### src/rtl/multicycle_control_pkg.sv
// Shared encodings for the multicycle controller, ALU and datapath.
//   state_t  : controller state encoding (also driven on the debug state port)
//   OP_*     : instruction opcode field [31:26]
//   FN_*     : R-type funct field [5:0]
//   ALU_*    : ALU operation select
//   SRCB_*   : ALU B-operand mux select
//   PCSRC_*  : PC source mux select
package multicycle_control_pkg;

   typedef enum logic [3:0] {
      S_FETCH     = 4'd0,
      S_DECODE    = 4'd1,
      S_MEM_ADDR  = 4'd2,
      S_MEM_READ  = 4'd3,
      S_MEM_WB    = 4'd4,
      S_MEM_WRITE = 4'd5,
      S_R_EXEC    = 4'd6,
      S_R_WB      = 4'd7,
      S_BRANCH    = 4'd8,
      S_ADDI_EXEC = 4'd9,
      S_IMM_WB    = 4'd10,
      S_LUI_EXEC  = 4'd11,
      S_JUMP      = 4'd12
   } state_t;

   localparam logic [5:0] OP_RTYPE = 6'b000000;
   localparam logic [5:0] OP_LW    = 6'b100011;
   localparam logic [5:0] OP_SW    = 6'b101011;
   localparam logic [5:0] OP_BEQ   = 6'b000100;
   localparam logic [5:0] OP_ADDI  = 6'b001000;
   localparam logic [5:0] OP_LUI   = 6'b001111;
   localparam logic [5:0] OP_J     = 6'b000010;

   localparam logic [5:0] FN_ADD = 6'b100000;
   localparam logic [5:0] FN_SUB = 6'b100010;
   localparam logic [5:0] FN_AND = 6'b100100;
   localparam logic [5:0] FN_OR  = 6'b100101;
   localparam logic [5:0] FN_SLT = 6'b101010;

   localparam logic [2:0] ALU_AND = 3'b000;
   localparam logic [2:0] ALU_OR  = 3'b001;
   localparam logic [2:0] ALU_ADD = 3'b010;
   localparam logic [2:0] ALU_SUB = 3'b110;
   localparam logic [2:0] ALU_LUI = 3'b011;
   localparam logic [2:0] ALU_SLT = 3'b111;

   localparam logic [1:0] SRCB_REG    = 2'b00;
   localparam logic [1:0] SRCB_FOUR   = 2'b01;
   localparam logic [1:0] SRCB_IMM    = 2'b10;
   localparam logic [1:0] SRCB_IMM_SH = 2'b11;

   localparam logic [1:0] PCSRC_ALU    = 2'b00;
   localparam logic [1:0] PCSRC_ALUOUT = 2'b01;
   localparam logic [1:0] PCSRC_JUMP   = 2'b10;

endpackage

### src/rtl/multicycle_control_alu_decoder.sv
// R-type funct to ALU operation decode (purely combinational).
//   i_funct   : funct field of the instruction
//   o_alu_op  : ALU operation; ADD for an unrecognised funct
//   o_unknown : high when i_funct is not a supported operation
module alu_decoder
   import multicycle_control_pkg::*;
(
   input  logic [5:0] i_funct,
   output logic [2:0] o_alu_op,
   output logic       o_unknown
);

   always_comb begin
      o_alu_op  = ALU_ADD;
      o_unknown = 1'b0;
      case (i_funct)
         FN_ADD:  o_alu_op = ALU_ADD;
         FN_SUB:  o_alu_op = ALU_SUB;
         FN_AND:  o_alu_op = ALU_AND;
         FN_OR:   o_alu_op = ALU_OR;
         FN_SLT:  o_alu_op = ALU_SLT;
         default: o_unknown = 1'b1;
      endcase
   end

endmodule

### src/rtl/multicycle_control.sv
// Multicycle processor control unit (Moore FSM; pc_en in BRANCH follows zero).
//   clk, reset           : single clock, synchronous active-high reset
//   opcode, funct, zero  : instruction fields (sampled in DECODE / R_EXEC), ALU zero flag
//   pc_en .. alu_src_a   : datapath enables and mux selects
//   alu_src_b, pc_src    : 2-bit mux selects
//   alu_op               : ALU operation
//   state, illegal       : debug state, one-cycle undecodable-instruction pulse
//
// state       | meaning
// FETCH       | read instruction, PC <= PC + 4
// DECODE      | register read, branch target into ALUOut, dispatch on opcode
// MEM_ADDR    | lw/sw effective address
// MEM_READ    | data memory read
// MEM_WB      | load result to register file
// MEM_WRITE   | data memory write
// R_EXEC      | R-type ALU operation
// R_WB        | R-type result to rd
// BRANCH      | beq compare, PC <= ALUOut when zero
// ADDI_EXEC   | rs + sign-extended immediate
// IMM_WB      | immediate result to rt
// LUI_EXEC    | upper-immediate load through ALU
// JUMP        | PC <= jump target
module multicycle_control
   import multicycle_control_pkg::*;
#(
   parameter int STRICT_DECODE = 1
) (
   input  logic       clk,
   input  logic       reset,
   input  logic [5:0] opcode,
   input  logic [5:0] funct,
   input  logic       zero,
   output logic       pc_en,
   output logic       ir_write,
   output logic       i_or_d,
   output logic       mem_write,
   output logic       reg_write,
   output logic       reg_dst,
   output logic       mem_to_reg,
   output logic       alu_src_a,
   output logic [1:0] alu_src_b,
   output logic [1:0] pc_src,
   output logic [2:0] alu_op,
   output logic [3:0] state,
   output logic       illegal
);

   state_t     r_state;
   state_t     w_next;
   logic       r_is_sw;
   logic       r_funct_bad;
   logic [2:0] w_rtype_op;
   logic       w_funct_unknown;
   logic       w_strict;

   assign w_strict = (STRICT_DECODE != 0);
   assign state    = r_state;

   alu_decoder u_alu_decoder (
      .i_funct   (funct),
      .o_alu_op  (w_rtype_op),
      .o_unknown (w_funct_unknown)
   );

   // lw/sw choice and funct validity are captured when the fields are
   // sampled, so later changes on opcode/funct cannot steer the sequence.
   always_ff @(posedge clk) begin
      if (reset) begin
         r_state     <= S_FETCH;
         r_is_sw     <= 1'b0;
         r_funct_bad <= 1'b0;
      end else begin
         r_state <= w_next;
         if (r_state == S_DECODE) begin
            r_is_sw <= (opcode == OP_SW);
         end
         if (r_state == S_R_EXEC) begin
            r_funct_bad <= w_funct_unknown;
         end
      end
   end

   always_comb begin
      w_next     = S_FETCH;
      pc_en      = 1'b0;
      ir_write   = 1'b0;
      i_or_d     = 1'b0;
      mem_write  = 1'b0;
      reg_write  = 1'b0;
      reg_dst    = 1'b0;
      mem_to_reg = 1'b0;
      alu_src_a  = 1'b0;
      alu_src_b  = SRCB_REG;
      pc_src     = PCSRC_ALU;
      alu_op     = 3'b000;
      illegal    = 1'b0;
      case (r_state)
         S_FETCH: begin
            ir_write  = 1'b1;
            pc_en     = 1'b1;
            alu_src_b = SRCB_FOUR;
            alu_op    = ALU_ADD;
            pc_src    = PCSRC_ALU;
            w_next    = S_DECODE;
         end
         S_DECODE: begin
            alu_src_b = SRCB_IMM_SH;
            alu_op    = ALU_ADD;
            case (opcode)
               OP_LW, OP_SW: w_next = S_MEM_ADDR;
               OP_RTYPE:     w_next = S_R_EXEC;
               OP_BEQ:       w_next = S_BRANCH;
               OP_ADDI:      w_next = S_ADDI_EXEC;
               OP_LUI:       w_next = S_LUI_EXEC;
               OP_J:         w_next = S_JUMP;
               default: begin
                  w_next  = S_FETCH;
                  illegal = w_strict;
               end
            endcase
         end
         S_MEM_ADDR: begin
            alu_src_a = 1'b1;
            alu_src_b = SRCB_IMM;
            alu_op    = ALU_ADD;
            w_next    = r_is_sw ? S_MEM_WRITE : S_MEM_READ;
         end
         S_MEM_READ: begin
            i_or_d = 1'b1;
            w_next = S_MEM_WB;
         end
         S_MEM_WB: begin
            reg_write  = 1'b1;
            mem_to_reg = 1'b1;
         end
         S_MEM_WRITE: begin
            i_or_d    = 1'b1;
            mem_write = 1'b1;
         end
         S_R_EXEC: begin
            alu_src_a = 1'b1;
            alu_src_b = SRCB_REG;
            alu_op    = w_rtype_op;
            illegal   = w_strict & w_funct_unknown;
            w_next    = S_R_WB;
         end
         S_R_WB: begin
            reg_dst   = 1'b1;
            reg_write = ~r_funct_bad;
         end
         S_BRANCH: begin
            alu_src_a = 1'b1;
            alu_src_b = SRCB_REG;
            alu_op    = ALU_SUB;
            pc_src    = PCSRC_ALUOUT;
            pc_en     = zero;
         end
         S_ADDI_EXEC: begin
            alu_src_a = 1'b1;
            alu_src_b = SRCB_IMM;
            alu_op    = ALU_ADD;
            w_next    = S_IMM_WB;
         end
         S_LUI_EXEC: begin
            alu_src_b = SRCB_IMM;
            alu_op    = ALU_LUI;
            w_next    = S_IMM_WB;
         end
         S_IMM_WB: begin
            reg_write = 1'b1;
         end
         S_JUMP: begin
            pc_en  = 1'b1;
            pc_src = PCSRC_JUMP;
         end
         default: w_next = S_FETCH;
      endcase
   end

endmodule

### config.mk
export PLATFORM = sky130hd
export DESIGN_NAME = multicycle_control
export DESIGN_NICKNAME = d
export VERILOG_FILES = /design/src/rtl/multicycle_control_pkg.sv /design/src/rtl/multicycle_control_alu_decoder.sv /design/src/rtl/multicycle_control.sv
export SDC_FILE = /design/constraint.sdc
export NUM_CORES = 1
export LEC_CHECK = 0
export ABC_AREA = 0
export CAP_MARGIN = 10
export CORE_MARGIN = 1
export CORE_UTILIZATION = 44
export CTS_CLUSTER_DIAMETER = 50
export CTS_CLUSTER_SIZE = 14
export DETAILED_ROUTE_END_ITERATION = 8
export GPL_TIMING_DRIVEN = 1
export PLACE_DENSITY_LB_ADDON = 0.15
export SLEW_MARGIN = 20
export SYNTH_ARGS = -nofsm -noshare
export SYNTH_HDL_FRONTEND = slang
export SYNTH_HIERARCHICAL = 1
export SYNTH_SLANG_ARGS = --single-unit
export TNS_END_PERCENT = 100
### constraint.sdc
create_clock -name clk -period 3.06 [get_ports clk]
set_clock_uncertainty 0.15 [all_clocks]
set_input_delay 0.612 -clock clk [delete_from_list [all_inputs] [get_ports clk]]
set_output_delay 0.612 -clock clk [all_outputs]
set_load 0.02 [all_outputs]
Word level (Yosys, flattened, before mapping)
Cells that the tools add are included.

word-level totals
  bits in registers = 6
  input port bits = 15
  output and inout port bits = 20
  word-level logic and storage cells = 57

operators by class
  equality and inequality tests = 23
  muxes and demuxes = 18
  bitwise gates (word level) = 1
  reduce and logical (&&, ||, !) cells = 12

operators by type and width
  kind                                            number
  case mux 4 bit (6 select lines)                 2
  == test 6 bit (second input constant)           7
  case mux 3 bit (4 select lines)                 2
  == test 4 bit (second input constant)           5
  == test 4 x 3 -> 1 bit (second input constant)  4
  == test 6 x 4 -> 1 bit (second input constant)  2
  OR reduction 2 bit                              5
  == test 4 x 2 -> 1 bit (second input constant)  2
  2-to-1 mux 1 bit                                8
  OR reduction 4 bit                              2
  OR reduction 7 bit                              1
  == test 6 x 2 -> 1 bit (second input constant)  1
  == test 6 x 3 -> 1 bit (second input constant)  1
  zero test 6 bit                                 1
  case mux 1 bit (2 select lines)                 3
  case mux 2 bit (3 select lines)                 1
  OR reduction 5 bit                              1
  == test 4 x 1 -> 1 bit (second input constant)  1
  zero test 4 bit                                 1
  case mux 2 bit (2 select lines)                 1
  2-to-1 mux 3 bit                                1
  OR reduction 3 bit                              1
  NOT 1 bit                                       1

Longest topological paths before layout
Gate-level depths: netlist of run 1.

  depth after elaboration = 4
  mapped depth = 5
  gate-level depth less buffers = 4

By module
Netlist of run 1, hierarchy kept.

by module, submodules not included
  module              instances  cells an instance  area each (um^2)  seq. area each (um^2)
  multicycle_control  1          93                 670.6             120.1
  alu_decoder         1          10                 83.8              0.0

Worst setup path after synthesis of run 1
No wires, ideal clock.

  path type = input-to-output
  start = input port opcode[3]
  end = output port illegal
  arrival time = 1.669 ns
  data required time = 2.298 ns
  path slack = 0.629 ns
  stages on the path = 5
  buffers on the path = 1
  cells stage by stage = buf_2 or4b_4 o211ai_2 a211oi_1 nand2b_1

on the way
  cells in the longest elaborated chain, start to end = 4
  elaborated cells between the ends (all ways) = 10
  those cells by class = eq/ne: 6; mux: 2; reduce/logical: 2

RTL lines
  what                                     RTL line                   source
  from (decl)                              multicycle_control.sv:30   input logic [5:0] opcode,
  == test 6 bit (tied with other cells)    multicycle_control.sv:109  case (opcode)
  OR reduction 7 bit (no source line) (*)  n/a
  2-to-1 mux 1 bit (*)                     multicycle_control.sv:109
  case mux 1 bit (2 select lines) (*)      multicycle_control.sv:97   case (r_state)
  to (decl)                                multicycle_control.sv:45   output logic illegal

Mark *: on every way between the ends. The rest lies on a longest branch, timed or not.

Final worst setup path of run 1
  start = input port opcode[0]
  end = output port illegal

The elaborated chain is that of the path after synthesis.

==> results of run 1 <==
[power by group]
group          internal (mW)  leakage (nW)  total [mW]  switching, mW
clock                 0.0444        0.0138      0.0741         0.0296
combinational         0.0599         0.413       0.113         0.0528
sequential            0.0801        0.0487      0.0832        0.00309
[cell families after synthesis]
family	count (synthesis)	synth area share (%)
AOI/OAI and AO/OA	26	25.54
DFF	6	15.92
xor gates and xnor gates	3	3.483
buffers and inverters	14	9.950
and+or+nand+nor	52	42.29
muxes	2	2.819
[worst max path at each step]
stage,startpoint,end,slack [ns]
6_report,opcode[0],illegal,0.17
5_1_grt,funct[4],alu_op[1],0.1
2_1_floorplan,opcode[3],illegal,0.63
3_3_place_gp,opcode[0],illegal,-0.16
3_5_place_dp,opcode[0],illegal,-0.20
4_1_cts,opcode[0],illegal,0.02
[cell usage after synthesis (all sizes together) (2+ instances only)]
cell     n  share of area (%)
o31ai    2                2.0
a31oi    2                1.7
nor2b    3                2.5
a21boi   3                3.0
nor4     2                2.5
buf      9                7.5
a21oi    5                3.8
nor2    11                5.5
and4bb   3                5.0
dfxtp    6                 16
xnor2    3                3.5
nor3     9                6.0
nand4    3                2.5
nand2b   5                4.1
inv      3                1.5
nand3    6                4.0
nand2    3                1.5
o21ai    4                2.7
clkbuf   2                1.0
[per-layer routing]
layer	track usage (%)	routed length [um]
met1	30.51	917
met2	43.64	1071
met3	3.750	91
met4	7.500	16
met5	0	0
[stage by stage]
| stage | setup WS [ns] | cells |
|---|---|---|
| after floorplan | 0.6292 | 103 |
| after global placement | -0.1586 | 158 |
| after detailed placement | -0.1983 | 158 |
| after CTS | 0.02232 | 161 |
| after global routing | 0.09648 | 161 |
| final | 0.1694 | 161 |
[repair_timing]
action | CTS | global route
gates resized for setup | 3 | 3
pin swaps | 0 | 0
setup endpoints to repair | 3 | 2
hold endpoints to repair | 0 | 0
hold buffers | 0 | 0
[worst max-delay path, delay by kind of cell]
kind	cells	cell delay [ns]
AOI/OAI and AO/OA	2	0.19
buffers and inverters	2	0.63
and+or+nand+nor	2	0.71
[flip-flops by register name, summed over array words and instances, names as in the netlist]
register / count
r_is_sw: 1
state: 4
r_funct_bad: 1
[final cells by class]
type	instances	area, um2
Clock buffer	3	22.52
Fill cell	127	370.4
Inverter	3	11.26
Multi-Input combinational cell	83	559.3
Sequential cell	6	120.1
Tap cell	16	20.02
Timing Repair Buffer	50	455.4
==> reports/qor.yml, run 1 <==
yosys:
  synth_edf_count: 0
  synth_area_um2: 754.5
  async_reset_ff_share_pct: 0
  ys_warn_count: 6
  syn_inst: 103
  avgSynthCellArea_um2: 7.325
  synthFlopType: "dfxtp_1"
  ys_types: 45
  ys_ff_latch: 6
  syn_nets: 118
  synth-seq-area-share_pct: 15.92
timing:
  hold_viol_final: 0
  max_slew_margin_pct: 64.35
  hold_slack_ns: 0.3335
  fin_crit_ns: 2.891
  tightest_slew_ns: 0.5340
  setup_tns_ns: 0
  finalCritPeriodShare_pct: 94.46
  rsz0062_at_grt: "false"
  fmax_mhz: 345.9
  maxSlewViolCount: 0
  setup_viol: 0
global_route:
  grt_start_max_net_pins: 17
  antenna_found_initial: 0
  track_usage_pct: 24.59
  grt_pass1_wl_um: 3629
  grt_pass1_vias: 880
  grt-ovfl-total: 0
routing:
  drc: 8
  wl_per_cell_um: 13.02
  via_per_inst: 5.826
  vias: 938
  drt_wl_total_um: 2097
  final_antenna_net_count: 0
  drtPass1Iterations: 6
  drt-initial-drc-count: 24
flow_run:
  maxCapViolCount: 0
min_path:
  hp-class: "register to register"
  hold_path_depth: 2
  hold_path.startpoint: "r_funct_bad$_SDFFE_PP0P_"
  hold_end: "r_funct_bad$_SDFFE_PP0P_"
clocking:
  htreeDepth: 1
  clk_pin_slew_ns: 0.04
  clkLatencyLatePin_ns: 0.24
  cts-root-buf: "clkbuf_4"
  cts_tree: "yes"
  numCtsBuffers: 3
  clock_sinks: 6
  post-cts-setup-buffer-count: 0
  clk_path_buf_depth: 2
placement:
  numPortBuffers: 34
  gp_congestion: 0.7985
  dp_hpwl_um: 1641
  placed_area_um2: 1171
layout:
  layout_common_cells: "clkdlybuf4s50_1, buf_4, nor2_1, nor3_1"
  final_core_util_pct: 76.24
  drive_above_1_share_pct: 20.00
  nets: 162
  fin_area_um2: 1189
  syn_to_final_growth_pct: 57.55
  n_antenna_cell: 0
  layout_commonest_cell: "clkdlybuf4s50_1"
critical_path:
  crit_path_top_delay_cell: "or4b_4"
  cpPeakStageDelay_ns: 0.57
  end_kind: "primary output"
  cp_data_required_time_ns: 2.30
  cp_max_fo: 4
  reg2reg_from: "state[2]$_SDFF_PP0_"
  rrSetupSlack_ns: 1.45
  path_cells: "clkdlybuf4s50_1 > or4b_4 > o211ai_2 > a211oi_1 > nand2b_1 > clkbuf_2"
  worst-r2r-cell-count: 4
  rr_endpoint: "r_funct_bad$_SDFFE_PP0P_"
  start_kind: "primary input"
  crit_type: "primary input to primary output"
  worstPathArrival_ns: 2.13
floorplan:
  core_area_um2: 1559
  die_w_um: 43.41
  dieArea_um2: 1884
  start_util_pct: 48.39
  die_h_um: 43.41
  num_io_pins: 35
  std_cell_rows: 14
outcome:
  outcome: "finished, violations left"
  violations: "design-rule violations"
pwr:
  leakagePower_nw: 0.4751
  total_power_mw: 0.2700
  power_density_nw_per_um2: 227.1
  irDropWorstVdd_mv: 0.1948
No activity file was read; power rests on OpenSTA's default activity.
==> run 2: changes to the inputs <==
CTS_CLUSTER_DIAMETER = 150   (was 50)
==> results of run 2 <==
Final layout, timing and power as in run 1 (identical DEF).
